### config.mk
export PLATFORM = sky130hd
export DESIGN_NAME = pipe_hazard_ctrl
export DESIGN_NICKNAME = d
export VERILOG_FILES = /design/src/rtl/pipe_hazard_ctrl.sv
export SDC_FILE = /design/constraint.sdc
export NUM_CORES = 1
export LEC_CHECK = 0
export ABC_AREA = 1
export BUFFER_PORTS_ARGS = -buffer_cell sky130_fd_sc_hd__buf_2
export CAP_MARGIN = 20
export CELL_PAD_IN_SITES_DETAIL_PLACEMENT = 0
export CELL_PAD_IN_SITES_GLOBAL_PLACEMENT = 1
export CORE_ASPECT_RATIO = 1.75
export CORE_MARGIN = 2
export CORE_UTILIZATION = 37
export CTS_CLUSTER_SIZE = 30
export DETAILED_ROUTE_END_ITERATION = 10
export GPL_TIMING_DRIVEN = 0
export PLACE_DENSITY = 0.89
export RECOVER_POWER = 25
export SYNTH_ARGS = -nofsm -noshare
export SYNTH_HDL_FRONTEND = slang
export SYNTH_SLANG_ARGS = --single-unit
export TNS_END_PERCENT = 5
### constraint.sdc
create_clock -name clk -period 5 [get_ports clk]
set_clock_uncertainty 0.15 [all_clocks]
set_input_delay 0.25 -clock clk [delete_from_list [all_inputs] [get_ports clk]]
set_output_delay 0.25 -clock clk [all_outputs]
set_load 0.02 [all_outputs]
### src/rtl/pipe_hazard_ctrl.sv
// Pipeline hazard controller: operand forwarding select, load-use stall with a
// single bubble, and redirect flush, plus saturating stall/flush event counters.
module pipe_hazard_ctrl (
  input  logic        clk,
  input  logic        rst_n,
  input  logic [4:0]  drs,
  input  logic [4:0]  drt,
  input  logic        duse_rs,
  input  logic        duse_rt,
  input  logic [4:0]  ern,
  input  logic        ewreg,
  input  logic        em2reg,
  input  logic [4:0]  mrn,
  input  logic        mwreg,
  input  logic        mm2reg,
  input  logic        eredirect,
  output logic        wpcir,
  output logic        fd_clear,
  output logic        de_clear,
  output logic [1:0]  fwda,
  output logic [1:0]  fwdb,
  output logic [15:0] stall_cnt,
  output logic [15:0] flush_cnt
);

  typedef enum logic {StRun, StBubble} state_e;

  state_e      state_q, state_d;
  logic [15:0] stall_q, flush_q;
  logic        stall_inc, flush_inc;
  logic        load_use;

  // E-stage loads cannot forward yet; they fall through to the M-stage check.
  function automatic logic [1:0] fwd_sel(input logic [4:0] src);
    if (ewreg && (ern != 5'd0) && (ern == src) && !em2reg) begin
      return 2'b01;
    end else if (mwreg && (mrn != 5'd0) && (mrn == src)) begin
      return mm2reg ? 2'b11 : 2'b10;
    end else begin
      return 2'b00;
    end
  endfunction

  assign load_use = ewreg && em2reg && (ern != 5'd0) &&
                    ((duse_rs && (ern == drs)) || (duse_rt && (ern == drt)));

  always_comb begin
    wpcir     = 1'b1;
    fd_clear  = 1'b0;
    de_clear  = 1'b0;
    fwda      = fwd_sel(drs);
    fwdb      = fwd_sel(drt);
    state_d   = state_q;
    stall_inc = 1'b0;
    flush_inc = 1'b0;
    if (!rst_n) begin
      fd_clear = 1'b1;
      de_clear = 1'b1;
      fwda     = 2'b00;
      fwdb     = 2'b00;
      state_d  = StRun;
    end else if (eredirect) begin
      // Redirect wins over a coincident load-use; the stall would be squashed anyway.
      fd_clear  = 1'b1;
      de_clear  = 1'b1;
      state_d   = StRun;
      flush_inc = 1'b1;
    end else begin
      unique case (state_q)
        StRun: begin
          if (load_use) begin
            wpcir     = 1'b0;
            de_clear  = 1'b1;
            state_d   = StBubble;
            stall_inc = 1'b1;
          end
        end
        StBubble: begin
          // Load has moved to M and forwards from there; no second bubble.
          state_d = StRun;
        end
        default: state_d = StRun;
      endcase
    end
  end

  always_ff @(posedge clk) begin
    if (!rst_n) begin
      state_q <= StRun;
      stall_q <= 16'd0;
      flush_q <= 16'd0;
    end else begin
      state_q <= state_d;
      if (stall_inc && (stall_q != 16'hFFFF)) stall_q <= stall_q + 16'd1;
      if (flush_inc && (flush_q != 16'hFFFF)) flush_q <= flush_q + 16'd1;
    end
  end

  assign stall_cnt = stall_q;
  assign flush_cnt = flush_q;

endmodule

After elaboration in Yosys (flattened, before gate mapping)
Cells that the tools add are included.
{"block": "word_totals", "ff_bits": 33, "input_bits": 29, "output_inout_bits": 39, "word_cells": 54}
{"block": "classes", "add_sub_neg": 2, "n_eq_ne": 6, "n_mux": 21, "bitwise": 2, "n_reduce_logical": 20}
{"operator": "adder 16 x 1 -> 16 bit, second input constant", "count": 2}
{"operator": "!= test 16 bit, second input constant", "count": 2}
{"operator": "== test 5 bit", "count": 4}
{"operator": "logical AND 1 bit", "count": 15}
{"operator": "two-way mux 1 bit", "count": 14}
{"operator": "two-way mux 2 bit", "count": 6}
{"operator": "nonzero test 5 bit", "count": 2}
{"operator": "NOT 1 bit", "count": 2}
{"operator": "one-hot mux 1 bit (2 select lines)", "count": 1}
{"operator": "OR reduction 2 bit", "count": 1}
{"operator": "zero test 1 bit", "count": 1}
{"operator": "logical OR 1 bit", "count": 1}

Longest topological paths before layout
Gate-level depths: netlist of run 1.
{"block": "logic_depth", "depth_word": 9, "depth_mapped": 13, "mapped_depth_nobuf": 13}

Worst setup path after synthesis of run 1
Ideal clock, no wire load.
{"block": "synth_timing", "path_kind": "register to register", "startpoint": "register stall_q[0], in the netlist stall_cnt[0]", "endpoint": "register stall_q[2], in the netlist stall_cnt[2]", "t_arrival_ps": 1704, "t_required_ps": 4735, "slack_ps": 3031, "path_stages_with_launch": 12, "n_path_buf": 1, "path_cell_list": "dfxtp_1 -> ha_1 -> nand2_1 -> nor2_2 -> nand3_2 -> nor2_4 -> nand3_2 -> clkinv_2 -> nor2_8 -> buf_6 -> a21oi_1 -> nor2_1"}
{"block": "synth_via", "elab_chain_cells": 2}
{"item": "from (decl)", "line": "29", "text": "logic [15:0] stall_q, flush_q;"}
{"item": "from (signal assigned)", "line": "94", "text": "if (stall_inc && (stall_q != 16'hFFFF)) stall_q <= stall_q + 16'd1;"}
{"item": "parallel branches: the longest is 2 deep, another holds adder 16 x 1 -> 16 bit"}
Parallel ways; which one is timed is not known.
A chain may end at the register's enable or synchronous reset.

Final worst setup path of run 1
{"block": "layout_timing", "startpoint": "register stall_q[0], in the netlist stall_cnt[0]", "endpoint": "register stall_q[4], in the netlist stall_cnt[4]"}
Same word-level chain as after synthesis.

==> summary.md, run 1 <==
| Metric | Value |
|---|---|
| Root buf cell | clkbuf_8 |
| Ys Warns | 0 |
| Mapped cell area | 2090 um2 |
| Startpoint types | flop |
| Final Util | 46.8% |
| Internal power | 0.000389 W |
| Crit share post-route | 40.5% |
| Dpl cell area | 2510 um2 |
| Post-route cell area | 2570 um2 |
| Power Density | 210 nW/um2 |
| Gr ovfl total | 0 |
| CTS tree | built |
| Post-DP HPWL | 4420 um |
| Final number of setup-violating endpoints | 0 |
| Post-route ant nets | 0 |
| Worst setup EP type | flop |
| Area growth from synthesis to layout | 23.2% |
| Fill count | 636 |
| Final WL | 5490 um |
| Clock Latency Late Sink | 0.29 ns |
| Final Critical Period | 2.02 ns |
| Clock share of power | 36.9% |
| # resized after CTS | 0 |
| Synth Register Bits | 33 |
| Mapped Nets | 350 |
| Slew headroom | 63.5% |
| Post-synthesis sequential area ratio | 31.7% |
| Combinational Power Share | 13.7% |
| CP delay by family, top | simple AND/OR/NAND/NOR gates |
| Hold Fails Final Rpt | 0 |
| Lkg Pwr | 1.17 nW |
| Worst path slowest cell | dfxtp_1 |
| Core ar. | 5500 um2 |
| Ratio of cells with drive above 1 in the final layout | 20.4% |
| Vias post-DR | 2,219 |
| Status | completed |
| CTS Hold Bufs | 0 |
| Hold WC Path Type | in -> reg |
| Post-detailed-route wirelength per cell | 11.7 um |
| Sequential share of power | 49.5% |
| Total die area | 6280 um2 |
| Worst-path fanout max | 10 |
| Most common cell on crit path | nand3_2 |
| Worst hold margin | 0.141 ns |
| # DRC | 0 |
| DR pass1 iterations | 4 |
| # IOs | 68 |
| First-pass GRT wire length | 9060 um |
| Worst slew pin tran | 0.548 ns |
| Crit path kind | reg -> reg |
| Chip width | 60.8 um |
| Net Sw Frac | 28.0% |
| Gr usage total | 19.1% |
| Gpl congestion | 0.840 |
| WP buf/inv | 2 |
| Syn Inst Count | 319 |
| Mean Syn Cell Area | 6.54 um2 |
| Worst EP arrival | 2.06 ns |
| Diode count | 0 |
| Crit-path max cell delay | 0.38 ns |
| Inst Count DP | 461 |
| Clock-pin slew of the registers on the worst-case setup and hold paths | 0.07 ns |
| P_sw | 0.000151 W |
| Pins over their slew limit | 0 |
| Initial antenna violation count | 0 |
| IO Port Bufs | 66 |
| Largest net degree at the start of global routing | 11 |
| Max Fclk | 494 MHz |
| Max-Cap Viols | 0 |
| Starting Density | 38.0% |
| TritonCTS Buffers | 5 |
| Final setup TNS | 0 ns |
| H-tree depth | 2 |
| Die height | 103 um |
| Crit-path cells | ha_1 > nand2_1 > nor2_2 > nand3_2 > nor2_4 > nand3_2 > clkinv_2 > nor2_8 > buf_6 > a21oi_1 > nor2_1 |
| Drt via density | 4.73 |
| CP required | 5.04 ns |
| Clock Sinks | 33 |
| Fin cells | 469 |
| Clock buffer depth | 2 |
| Fin nets | 423 |
| Site Rows | 36 |
| Post-CTS Repair Setup Buffers | 0 |
| DRT iter0 DRCs | 104 |
| Vias in the first global route | 2,126 |
| Unrepaired setup endpoints after global routing | false |
| Synth unique cells | 37 |
| Peak VDD IR | 0.000144 V |
[final timing paths]
kind                             startpoint                         to  slack, ns  depth (start not counted)
setup / recovery  stall_cnt[0]$_SDFFE_PN0P_  stall_cnt[4]$_SDFFE_PN0P_       2.98                         11
setup reg to reg  stall_cnt[0]$_SDFFE_PN0P_  stall_cnt[4]$_SDFFE_PN0P_       2.98                         11
hold / removal                        rst_n  flush_cnt[6]$_SDFFE_PN0P_       0.14                          3
hold reg to reg   flush_cnt[4]$_SDFFE_PN0P_  flush_cnt[4]$_SDFFE_PN0P_       0.32                          2
[cell families (layout without fill, tap and decap cells)]
logic type / Yosys count / in the layout / share of synthesized area [%]
AOI/OAI and AO/OA: 46 / 46 / 12.4
DFF: 33 / 33 / 31.7
xor gates and xnor gates: 15 / 15 / 6.30
adders and majority gates: 2 / 2 / 1.20
buffers and inverters: 57 / 131 / 10.7
and+or+nand+nor: 166 / 166 / 37.7
[worst register-to-register path: cells and delay by family, from the launching register on]
| kind | cells | cell delay (ns) |
|---|---|---|
| simple gates | 7 | 0.78 |
| flops | 1 | 0.38 |
| buf+inv | 2 | 0.24 |
| fa+ha+maj | 1 | 0.22 |
| compound gates | 1 | 0.14 |
[layer usage]
metal	global-route usage [%]	vias up	wire [um]
met3	4.35	17	204
li1	-	1162	-
met1	19.9	991	2140
met5	0	-	0
met4	8.03	0	178
met2	35.4	49	2970
[placed cells by master, fill, tap and decap left out, drive strengths merged]
cell    synthesis  final
nand3          14     14
nor2           45     45
buf             3     52
xor2            8      8
o21bai          1      1
a21oi          21     21
o21ai          15     15
o21a            2      2
nand2          83     83
o22ai           2      2
a31oi           2      2
xnor2           7      7
a211oi          2      2
a21o            1      1
nor4            4      4
ha              2      2
clkinv          1      3
inv            51     51
nand4          12     12
clkbuf          2     25
nor3b           1      1
dfxtp          33     33
nor3            7      7
[metrics by stage]
| stage | worst slack, ns | power, W |
|---|---|---|
| floorplan | 3.03 | 0.000319 |
| global placement | 3.02 | 0.000347 |
| detailed placement | 2.99 | 0.000349 |
| CTS | 2.98 | 0.000548 |
| global route | 2.79 | 0.000569 |
| finish | 2.98 | 0.000541 |
[power by group through the flow]
stage               Combinational, W  Sequential, W  Clock (W)
finish                     0.0000739       0.000268   0.000199
global route               0.0000843       0.000268   0.000216
CTS                        0.0000757       0.000267   0.000205
detailed placement         0.0000754       0.000274          0
global placement           0.0000738       0.000273          0
floorplan                  0.0000421       0.000277          0
[area by class of cell]
class	count	area [um2]	share of cell area [%]
Multi-Input combinational cell	229	1200	46.6
Clock inverter	2	10.0	0.389
Clock buffer	6	72.6	2.82
Timing Repair Buffer	66	309	12.0
Tap cell	76	95.1	3.70
Sequential cell	33	661	25.7
Inverter	52	196	7.64
Buffer	5	27.5	1.07
[cell usage after synthesis]
cell | n | share of area [%]
nor2_1 | 39 | 7.0
nand4_1 | 11 | 3.3
a31oi_1 | 2 | 0.60
nor3_1 | 5 | 1.2
nor3b_1 | 1 | 0.36
dfxtp_1 | 33 | 32
inv_2 | 4 | 0.72
clkbuf_1 | 2 | 0.36
clkinv_2 | 1 | 0.24
nor3_4 | 1 | 0.78
nand4_2 | 1 | 0.60
o21bai_1 | 1 | 0.36
nand3_4 | 1 | 0.84
nor3_2 | 1 | 0.48
inv_1 | 47 | 8.5
buf_6 | 1 | 0.54
nand3_1 | 9 | 2.2
nand2_2 | 2 | 0.60
nand2_1 | 81 | 15
a211oi_1 | 2 | 0.72
nand3_2 | 4 | 1.9
buf_2 | 1 | 0.24
a21o_1 | 1 | 0.36
xor2_1 | 8 | 3.4
o21a_1 | 2 | 0.72
a21oi_1 | 19 | 4.6
nor2_8 | 1 | 0.96
ha_1 | 2 | 1.2
a21oi_2 | 2 | 0.84
o21ai_0 | 12 | 2.9
o22ai_1 | 2 | 0.60
o21ai_1 | 3 | 0.72
nor2_4 | 1 | 0.54
nor4_1 | 4 | 1.2
xnor2_1 | 7 | 2.9
nor2_2 | 4 | 1.2
buf_1 | 1 | 0.18
[registers in the layout, indices dropped and copies added, names as in the netlist]
| register | flops |
|---|---|
| state_q | 1 |
| stall_cnt | 16 |
| flush_cnt | 16 |
Note: power is estimated with default switching activity, not from simulation.
==> inputs of run 2 (changes only) <==
Settings changed: CORE_UTILIZATION 37 to 31, PLACE_DENSITY 0.89 to 0.8.
Clock period 5 ns to 1.8 ns, I/O delays scaled along.
==> summary.md, run 2 (synthesis results as in run 1) <==
| Metric | Value |
|---|---|
| Status | finished with violations |
| Failing checks | hold timing, setup timing |
| Diode count | 0 (unchanged) |
| Crit share post-route | 102% (+62 points) |
| Crit path kind | reg -> reg |
| Reg2Reg Capture Point | stall_cnt[12]$_SDFFE_PN0P_ |
| Final number of setup-violating endpoints | 3 (+3) |
| Slew headroom | 61.8% (-1.7 points) |
| Lkg Pwr | 1.32 nW (+13%) |
| Most common cell after layout, fill and taps aside | nand2_1 |
| R2r setup slk | -0.04 ns (-3.02 ns) |
| Die height | 113 um (+8.9%) |
| Crit path from | stall_cnt[0]$_SDFFE_PN0P_ |
| Ratio of cells with drive above 1 in the final layout | 34.8% (+14 points) |
| First-pass GRT wire length | 9880 um (+9.1%) |
| Vias post-DR | 2,309 (+4.1%) |
| Final setup TNS | -0.0520 ns (-0.0520 ns) |
| CP required | 1.86 ns (-3.18 ns) |
| Hold Fails Final Rpt | 1 (+1) |
| Root buf cell | clkbuf_16 |
| Net Sw Frac | 24.6% (-3.4 points) |
| Worst Reg-to-Reg Cells | 12 (+1) |
| Clock buffer depth | 2 (unchanged) |
| Fin nets | 435 (+2.8%) |
| Drt via density | 4.74 (+0.21%) |
| Worst Slack Setup Final | -0.0399 ns (-3.02 ns) |
| P_sw | 0.000452 W (+200%) |
| Max-Cap Viols | 0 (unchanged) |
| # DRC | 0 (unchanged) |
| Power Density | 620 nW/um2 (+190%) |
| DR pass1 iterations | 4 (unchanged) |
| Chip width | 66.0 um (+8.6%) |
| Worst hold margin | -0.00330 ns (-0.144 ns) |
| Fin cells | 487 (+3.8%) |
| Post-route ant nets | 0 (unchanged) |
| Worst path slowest cell | dfxtp_4 |
| Post-DP HPWL | 4550 um (+2.9%) |
| Site Rows | 39 (+8.3%) |
| Post-route cell area | 2960 um2 (+15%) |
| Dpl cell area | 2560 um2 (+2.0%) |
| Worst slew pin tran | 0.574 ns (+0.0259 ns) |
| TritonCTS Buffers | 5 (unchanged) |
| Pins over their slew limit | 0 (unchanged) |
| IO Port Bufs | 66 (unchanged) |
| Crit-path cells | ha_4 > nand2_2 > nor2_4 > nand3_2 > nor2_4 > nand3_4 > inv_4 > nor2_8 > clkbuf_16 > nand2_1 > nand2_1 > nor2_1 |
| Vias in the first global route | 2,194 (+3.2%) |
| Area growth from synthesis to layout | 41.7% |
| Final WL | 5920 um (+7.9%) |
| Worst R2R Start | stall_cnt[0]$_SDFFE_PN0P_ |
| Gr ovfl total | 0 (unchanged) |
| Gr usage total | 16.8% (-2.3 points) |
| Crit path to | stall_cnt[12]$_SDFFE_PN0P_ |
| Combinational Power Share | 12.8% (-0.9 points) |
| Worst EP arrival | 1.90 ns (-0.16 ns) |
| Crit-path max cell delay | 0.36 ns (-0.02 ns) |
| Total die area | 7430 um2 (+18%) |
| Starting Density | 31.9% (-6.1 points) |
| Largest net degree at the start of global routing | 11 (unchanged) |
| Final Critical Period | 1.84 ns (-0.184 ns) |
| DRT iter0 DRCs | 76 (-27%) |
| # IOs | 68 (unchanged) |
| Startpoint types | flop |
| H-tree depth | 2 (unchanged) |
| Commonest non-fill, non-tap cells in the layout | nand2_1 (73), buf_2 (55), inv_1 (45), nor2_1 (31), dfxtp_1 (19) |
| Post-detailed-route wirelength per cell | 12.2 um (+3.9%) |
| Fill count | 716 (+13%) |
| Clock share of power | 46.5% (+9.6 points) |
| Clock Latency Late Sink | 0.27 ns (-0.02 ns) |
| Pre-CTS WS | -0.185 ns (-3.18 ns) |
| Worst-path fanout max | 10 (unchanged) |
| Initial antenna violation count | 0 (unchanged) |
| Clock-pin slew of the registers on the worst-case setup and hold paths | 0.05 ns (-0.02 ns) |
| Clock Sinks | 33 (unchanged) |
| Sequential share of power | 40.7% (-8.8 points) |
| Worst setup EP type | flop |
| Hold WC Path Type | in -> reg |
| CTS tree | built |
| Unrepaired setup endpoints after global routing | true |
| Max Fclk | 544 MHz (+10%) |
| Peak VDD IR | 0.000435 V (+200%) |
| Gpl congestion | 0.843 (+0.35%) |
| Internal power | 0.00138 W (+250%) |
| Inst Count DP | 467 (+1.3%) |
| Core ar. | 6540 um2 (+19%) |
-- run 2: cell types whose count changed in the layout (fill, tap and decap cells not counted), moves of 5 or more --
cell       change
nor2_1         -8
nand2_2        +8
nand2_1        -9
dfxtp_1       -14
dfxtp_2       +12
buf_4          +9
clkbuf_16      +6
buf_2          +5
a21oi_1        -7
a21oi_2        +7
-- run 2: area by class of cell --
cell class / instances / area, um2 / share of cell area [%]
Multi-Input combinational cell: 229 / 1360 / 45.9
Timing Repair Buffer: 78 / 430 / 14.6
Buffer: 5 / 36.3 / 1.23
Inverter: 52 / 201 / 6.82
Clock buffer: 8 / 146 / 4.95
Tap cell: 82 / 103 / 3.47
Sequential cell: 33 / 683 / 23.1
-- run 2: how the worst min path moves through the flow --
| stage | from | end | slack, ns | cells after the start |
|---|---|---|---|---|
| 6_report | rst_n | flush_cnt[6]$_SDFFE_PN0P_ | -0.003 | 3 |
| 5_1_grt | rst_n | flush_cnt[4]$_SDFFE_PN0P_ | 0.01 | 3 |
| 4_1_cts | rst_n | flush_cnt[6]$_SDFFE_PN0P_ | 0.004 | 3 |
| 3_5_place_dp | rst_n | flush_cnt[6]$_SDFFE_PN0P_ | 0.29 | 3 |
| 3_3_place_gp | rst_n | flush_cnt[4]$_SDFFE_PN0P_ | 0.29 | 3 |
| 2_1_floorplan | eredirect | wpcir | 0.21 | 2 |
-- run 2: through the flow --
| step | power (W) | hold slack, ns | utilization [%] |
|---|---|---|---|
| floorplan | 0.000883 | 0.215 | - |
| detailed placement | 0.000968 | 0.293 | 39.2 |
| CTS | 0.00183 | 0.00444 | 42.1 |
| global route | 0.00191 | 0.0129 | 45.2 |
| global placement | 0.000963 | 0.290 | 39.2 |
| finish | 0.00183 | -0.00330 | 45.2 |
-- run 2: repair_timing --
| action | 4_1_cts | 5_1_grt |
|---|---|---|
| gates resized for setup | 6 | 42 |
| hold endpoints to repair | 0 | 0 |
| pin swaps | 4 | 8 |
| hold buffers | 0 | 0 |
| buffers inserted | 3 | 8 |
| cloned | 0 | 1 |
| endpoints found under the setup margin | 23 | 30 |
-- run 2: critical path, delay by kind of cell, from the launching register on --
family,cells,cell delay [ns]
adders and majority gates,1,0.14
DFF,1,0.36
buffers and inverters,2,0.25
and+or+nand+nor,9,0.86
-- run 2: routing by layer --
metal | wire, um | up-vias | part of all wire, % | track usage [%]
li1 | - | 1190 | - | -
met1 | 2310 | 1050 | 39 | 18.8
met2 | 3220 | 61 | 54 | 30.6
met3 | 283 | 8 | 4.8 | 3.21
met4 | 104 | 0 | 1.8 | 5.99
met5 | 0 | - | 0 | 0
-- run 2: power by group through the flow --
stage	registers, W	logic [W]	clock network, W
after floorplan	0.000766	0.000117	0
after global placement	0.000756	0.000207	0
after detailed placement	0.000757	0.000210	0
after CTS	0.000741	0.000218	0.000871
after global routing	0.000747	0.000262	0.000899
final	0.000746	0.000234	0.000852
